<file path="src/rtl/pipe_stage_chain.sv">
// pipe_stage_chain: elastic register chain between two processor stages.
// Carries a DATA_W-bit payload through STAGES slots using valid/ready flow
// control, a global stall and a per-slot flush mask. Slot 0 faces the
// producer and slot STAGES-1 drives the consumer.
// Build option: define PIPE_PERF_CNT_EN to implement the stall, bubble and
// flush counters. Without it the counter ports are tied to zero and no
// counter flops are built.
// Ports:
//   clk, rst                      clock; asynchronous active-high reset
//   in_valid/in_ready/in_data     producer handshake (in_ready is combinational)
//   out_valid/out_ready/out_data  consumer handshake (out_valid is combinational)
//   stall                         freezes every slot
//   flush_mask                    bit i kills the entry slot i would hold next cycle
//   stage_valid, occupancy        per-slot valid bits and their popcount
//   stall_cnt, bubble_cnt, flush_cnt  saturating performance counters
module pipe_stage_chain #(
    parameter int unsigned DATA_W = 96,
    parameter int unsigned STAGES = 2,
    parameter int unsigned CNT_W  = 32
) (
    input  logic                        clk,
    input  logic                        rst,
    input  logic                        in_valid,
    output logic                        in_ready,
    input  logic [DATA_W-1:0]           in_data,
    output logic                        out_valid,
    input  logic                        out_ready,
    output logic [DATA_W-1:0]           out_data,
    input  logic                        stall,
    input  logic [STAGES-1:0]           flush_mask,
    output logic [STAGES-1:0]           stage_valid,
    output logic [$clog2(STAGES+1)-1:0] occupancy,
    output logic [CNT_W-1:0]            stall_cnt,
    output logic [CNT_W-1:0]            bubble_cnt,
    output logic [CNT_W-1:0]            flush_cnt
);

    localparam int unsigned OCC_W = $clog2(STAGES + 1);

    logic [STAGES-1:0] v_q;
    logic [STAGES-1:0] v_pre;
    logic [STAGES-1:0] v_nxt;
    logic [STAGES-1:0] rdy;
    logic [STAGES-1:0] up_v;
    logic [STAGES-1:0] ld;
    logic [DATA_W-1:0] d_q  [STAGES];
    logic [DATA_W-1:0] up_d [STAGES];
    logic              rdy_acc;
    logic [OCC_W-1:0]  occ_q;
    logic [OCC_W-1:0]  occ_nxt;

    function automatic logic [OCC_W-1:0] popcount(input logic [STAGES-1:0] x);
        logic [OCC_W-1:0] s;
        s = '0;
        for (int i = 0; i < int'(STAGES); i++) begin
            s = s + OCC_W'(x[i]);
        end
        return s;
    endfunction

    // Ready ripples from the consumer back to the producer; stall blocks every slot.
    always_comb begin
        rdy     = '0;
        rdy_acc = out_ready;
        for (int i = int'(STAGES) - 1; i >= 0; i--) begin
            rdy_acc = (!v_q[i] | rdy_acc) & !stall;
            rdy[i]  = rdy_acc;
        end
    end

    // Upstream source of each slot: the input port for slot 0, else the previous slot.
    always_comb begin
        up_v    = '0;
        up_v[0] = in_valid;
        for (int i = 0; i < int'(STAGES); i++) begin
            up_d[i] = in_data;
        end
        for (int i = 1; i < int'(STAGES); i++) begin
            up_v[i] = v_q[i-1];
            up_d[i] = d_q[i-1];
        end
    end

    // v_pre is the pre-flush next valid; flush then overrides it unconditionally.
    always_comb begin
        v_pre = v_q;
        ld    = '0;
        for (int i = 0; i < int'(STAGES); i++) begin
            if (rdy[i]) begin
                v_pre[i] = up_v[i];
                ld[i]    = up_v[i];
            end
        end
        v_nxt   = v_pre & ~flush_mask;
        occ_nxt = popcount(v_nxt);
    end

    // Slot registers; payload only loads on a live upstream entry.
    always_ff @(posedge clk or posedge rst) begin
        if (rst) begin
            v_q   <= '0;
            occ_q <= '0;
            for (int i = 0; i < int'(STAGES); i++) begin
                d_q[i] <= '0;
            end
        end else begin
            v_q   <= v_nxt;
            occ_q <= occ_nxt;
            for (int i = 0; i < int'(STAGES); i++) begin
                if (ld[i]) begin
                    d_q[i] <= up_d[i];
                end
            end
        end
    end

    assign in_ready    = rdy[0] & !stall;
    assign out_valid   = v_q[STAGES-1] & !stall;
    assign out_data    = d_q[STAGES-1];
    assign stage_valid = v_q;
    assign occupancy   = occ_q;

`ifdef PIPE_PERF_CNT_EN
    localparam int unsigned SUM_W = CNT_W + 1;

    logic [OCC_W-1:0] kill_pop;
    logic [SUM_W-1:0] flush_sum;
    logic [CNT_W-1:0] stall_q;
    logic [CNT_W-1:0] bubble_q;
    logic [CNT_W-1:0] flush_q;

    // Killed = would have been live next cycle but is masked off.
    assign kill_pop  = popcount(v_pre & flush_mask);
    assign flush_sum = {1'b0, flush_q} + SUM_W'(kill_pop);

    // Saturating counters.
    always_ff @(posedge clk or posedge rst) begin
        if (rst) begin
            stall_q  <= '0;
            bubble_q <= '0;
            flush_q  <= '0;
        end else begin
            if (stall && (stall_q != '1)) begin
                stall_q <= stall_q + CNT_W'(1);
            end
            if (out_ready && !v_q[STAGES-1] && !stall && (bubble_q != '1)) begin
                bubble_q <= bubble_q + CNT_W'(1);
            end
            flush_q <= flush_sum[CNT_W] ? '1 : flush_sum[CNT_W-1:0];
        end
    end

    assign stall_cnt  = stall_q;
    assign bubble_cnt = bubble_q;
    assign flush_cnt  = flush_q;
`else
    assign stall_cnt  = '0;
    assign bubble_cnt = '0;
    assign flush_cnt  = '0;
`endif

endmodule

</file>
<file path="config.mk">
export PLATFORM = sky130hd
export DESIGN_NAME = pipe_stage_chain
export DESIGN_NICKNAME = d
export VERILOG_FILES = /design/src/rtl/pipe_stage_chain.sv
export SDC_FILE = /design/constraint.sdc
export NUM_CORES = 1
export LEC_CHECK = 0
export ABC_AREA = 1
export CAP_MARGIN = 20
export CORE_MARGIN = 8
export CORE_UTILIZATION = 47
export CTS_CLUSTER_SIZE = 12
export DETAILED_ROUTE_END_ITERATION = 16
export GPL_TIMING_DRIVEN = 0
export PLACE_DENSITY = 0.79
export REMOVE_ABC_BUFFERS = 1
export SLEW_MARGIN = 15
export SYNTH_ARGS = -nofsm -noshare
export SYNTH_HDL_FRONTEND = slang
export SYNTH_SLANG_ARGS = --single-unit
</file>
<file path="constraint.sdc">
create_clock -name clk -period 6.8 [get_ports clk]
set_input_delay 0.68 -clock clk [delete_from_list [all_inputs] [get_ports clk]]
set_output_delay 0.68 -clock clk [all_outputs]
set_load 0.01 [all_outputs]
</file>
### Word level (Yosys, flattened, before mapping)

Cells that the tools add are included.

| word-level totals | value |
|---|---|
| register bits after elaboration | 196 |
| bits of input ports | 103 |
| output and inout bits | 198 |
| word-level logic and storage cells | 20 |

| cells by class | value |
|---|---|
| add/sub/neg operators | 1 |
| muxes and demuxes | 4 |
| bitwise operators | 8 |
| reduce and logical (&&, ||, !) cells | 3 |

Operators by type and width:

| operator | count |
|---|---|
| 1-bit AND | 4 |
| 1-bit two-way mux | 4 |
| 1-bit zero test | 3 |
| 1-bit by 1-bit adder with 2-bit output | 1 |
| 2-bit AND | 1 |
| 2-bit inverter | 1 |
| 1-bit OR | 2 |

### Longest topological paths before layout

| logic depth | value |
|---|---|
| depth after elaboration | 8 |
| mapped depth | 9 |
| gate-level depth less buffers | 8 |

### Worst setup path before layout

No wires, ideal clock.

| timing | value |
|---|---|
| kind | input -> output |
| start point | input port out_ready |
| end point | output port in_ready |
| arrival | 1137 ps |
| required time | 6120 ps |
| slack | 4983 ps |
| stages on the path | 3 |
| cell sequence | inv_1 -> a31oi_4 -> buf_2 |

| between the ends | value |
|---|---|
| cells in the longest elaborated chain, start to end | 5 |

RTL lines:

| what | line | RTL |
|---|---|---|
| start, declared | 27 | `input logic out_ready,` |
| 1-bit OR | 66 | `rdy_acc = (!v_q[i] \| rdy_acc) & !stall;` |
| 1-bit AND | 66 |  |
| 1-bit OR | 66 |  |
| 1-bit AND | 66 |  |
| 1-bit AND | 117 | `assign in_ready = rdy[0] & !stall;` |
| end, declared | 24 | `output logic in_ready,` |

Every way passes these cells.

### Final worst setup path

| timing | value |
|---|---|
| start point | input port stall |
| end point | output port in_ready |

| between the ends | value |
|---|---|
| cells in the longest elaborated chain, start to end | 5 |

RTL lines:

| what | line | RTL |
|---|---|---|
| start, declared | 29 | `input logic stall,` |
| 1-bit zero test * | 66, 117 |  |
| 1-bit AND | 66 |  |
| 1-bit OR | 66 |  |
| 1-bit AND | 66 |  |
| 1-bit AND * | 117 |  |

Every way passes the cells marked *; elsewhere a longest branch is shown, timed or not.

==> results.md <==
* CTS Buffer Depth at 2
* Clk sinks at 196
* Routed len/inst at about 15 um
* Clk pin slew, worst setup/hold paths at roughly 0.070 ns
* Final Wtd Congestion at 0.751
* Synth Area per Inst at 8.91 um2
* GRT Max-Usage Layer: met2
* Grt ovf at 0
* Row cnt at 51
* CP Class: in2out
* Die Ht at 156 um
* Vias at between 6000 and 7000
* Post-CTS resize count at 0
* Die area at around 0.024 mm2
* Rel. slew slack at a little over half
* DR DRC count at 0
* Largest net degree at the start of global routing at 110
* Sequential fraction of the synthesis area at 53.1%
* CP required at 6.12 ns
* Tot Pwr at about 0.0032 W
* Worst Setup Start Kind: input pin
* PD cells at roughly 290 mW/mm2
* Hold path start: d_q[109]$_DFFE_PP0P_
* Layout cells sized above 1 at 6.08%
* Worst r2r src: stage_valid[1]$_DFF_PP0_
* Commonest non-fill, non-tap cells in the layout: nand2_1, clkdlybuf4s50_1, dfrtp_1
* Synth Register Bits at slightly below 200
* First DRT Iteration DRCs at about 280
* Htree depth at 4
* CTS tree: built
* CORE AREA at 0.0194 mm2
* Final wirelength at about 20 mm
* Setup crit start: stall
* Synth warn at 0
* Setup tns final at 0 ns
* Latest clock arrival within the worst-skew pair at between 0.4 and 0.5 ns
* Initial core utilization at ~48%
* Drt pass-1 iters at 5
* Final worst slack at between 3 and 4 ns
* GR met3 Demand/Resource at between 5 and 6%
* Vias per inst at about 4.4
* RSZ-0062 raised after global routing: false
* Crit path capture type: primary output
* Dpl ws at around 3.6 ns
* Maxcap violations at 0
* Post-Layout Cell Count at approximately 1400
* Input/output buffers at between 200 and 250
* Fin. max-slew vios at 0
* DP Cell Count at 1367
* Final Hold Fails at 0
* Skew final at between 0.006 and 0.007 ns
* Synthesis-to-finish area growth at 19.6%
* Width of the die at about 160 um
* Hold-fix buffer count after cts at 0
* Global-route wire length before repair at 33.1 mm
* Synth Instances at roughly 1000
* Maximum vdd ir drop at roughly 0.17 mV
* Minimum clock period at 3.14 ns
* Final setup viols at 0
* Crit-path max FO at 16
* HPWL after DPL at 14.4 mm
* Final nets at around 1200
* Class of the worst hold path: reg2reg
* ANT cells at 0
* Worst Tran Pin Value at between 0.6 and 0.7 ns
* Static Leak at 5.56 nW
* Commonest non-fill, non-tap cell in the layout: nand2_1
* Met1 global-route usage at between 20% and 30%
* Critical Path AT at about 2.5 ns
* Ports at 301
* Fmax achieved at 0.318 GHz
* Root Buffer: clkbuf_16
* GRT Total Usage at ~17%
* Fin crit share at approximately 46%
* Post-CTS Repair Setup Buffers at 0
* Met2 usage at between 20 and 30%
* Vias in the first global route at 6375
* CTS Buf Count at 17
* Run status: complete, no violations
* Distinct cells, synth at 20
* Initial antenna violation count at 1
* Routed Antenna Nets at 0
* Cell Area, Synth at ~0.009 mm2
power breakdown:
part | switching [W] | leakage [nW] | internal, W | total, W
clock | 0.000450 | 0.260 | 0.000513 | 0.000963
sequential | 0.000116 | 2.47 | 0.00138 | 0.00150
combinational | 0.000358 | 2.83 | 0.000393 | 0.000751
total | 0.000924 | 5.56 | 0.00229 | 0.00321
cells by family (layout without fill, tap and decap cells):
logic type	after synthesis	in the layout	synth area share, %
flip-flops	196	196	53.1
other	1	96	0.0406
adder cells (fa/ha/maj)	1	1	0.136
buffers and inverters	347	350	23.1
AO/OA/AOI/OAI	99	99	5.55
AND/OR/NAND/NOR	392	392	18.1
cells in the mapped netlist:
library cell,count,area share [%]
conb_1,1,0.041
clkbuf_1,17,0.69
a31oi_4,1,0.23
nor2_1,1,0.041
ha_1,1,0.14
nand3_4,1,0.19
dfrtp_1,196,53
nand3_2,1,0.11
nand2_2,22,1.5
buf_4,196,16
buf_12,2,0.43
buf_6,2,0.24
nand3_1,96,5.2
inv_2,1,0.041
buf_8,1,0.16
a21oi_1,1,0.054
inv_1,102,4.1
buf_2,26,1.4
nand2_1,271,11
o21ai_0,97,5.3
per-stage QoR:
step / util, % / cell area (um2) / hold slack (ns)
after global placement: 52.7 / 10200 / 0.453
after detailed placement: 54.0 / 10500 / 0.458
after floorplan: - / 7840 / 0.442
after CTS: 56.9 / 11000 / 0.475
final: 56.9 / 11000 / 0.469
after global routing: 56.9 / 11000 / 0.495
final timing paths:
| kind | endpoint | slack, ns | cells past startpoint |
|---|---|---|---|
| max | in_ready | 3.66 | 3 |
| min | d_q[109]$_DFFE_PP0P_ | 0.47 | 2 |
| max reg2reg | out_data[70]$_DFFE_PP0P_ | 4.96 | 6 |
| min reg2reg | d_q[109]$_DFFE_PP0P_ | 0.47 | 2 |
| max in group asynchronous | out_data[38]$_DFFE_PP0P_ | 5.03 | 3 |
| min in group asynchronous | out_data[53]$_DFFE_PP0P_ | 0.77 | 2 |
sequential cells by signal (all words and copies together) (netlist names):
signal,cells
d_q,96
stage_valid,2
out_data,96
occupancy,2
area by class of cell:
class                           count  area (um2)
Tap cell                          265         332
Sequential cell                   196        4900
Clock buffer                       19         433
Clock inverter                     13         126
Timing Repair Buffer              215        2290
Fill cell                        1747        8360
Inverter                          103         394
Multi-Input combinational cell    588        2560
per-layer routing:
metal / wire, um / share of wire, %
met1: 8300 / 41
met5: 13 / 0.064
met3: 1570 / 7.7
met2: 10100 / 50
met4: 342 / 1.7
critical path: stages:
cell,delay [ns]
clkdlybuf4s50_1,0.51
a31oi_4,0.60
clkdlybuf4s50_1,0.67
No activity file was read; power rests on OpenSTA's default activity.
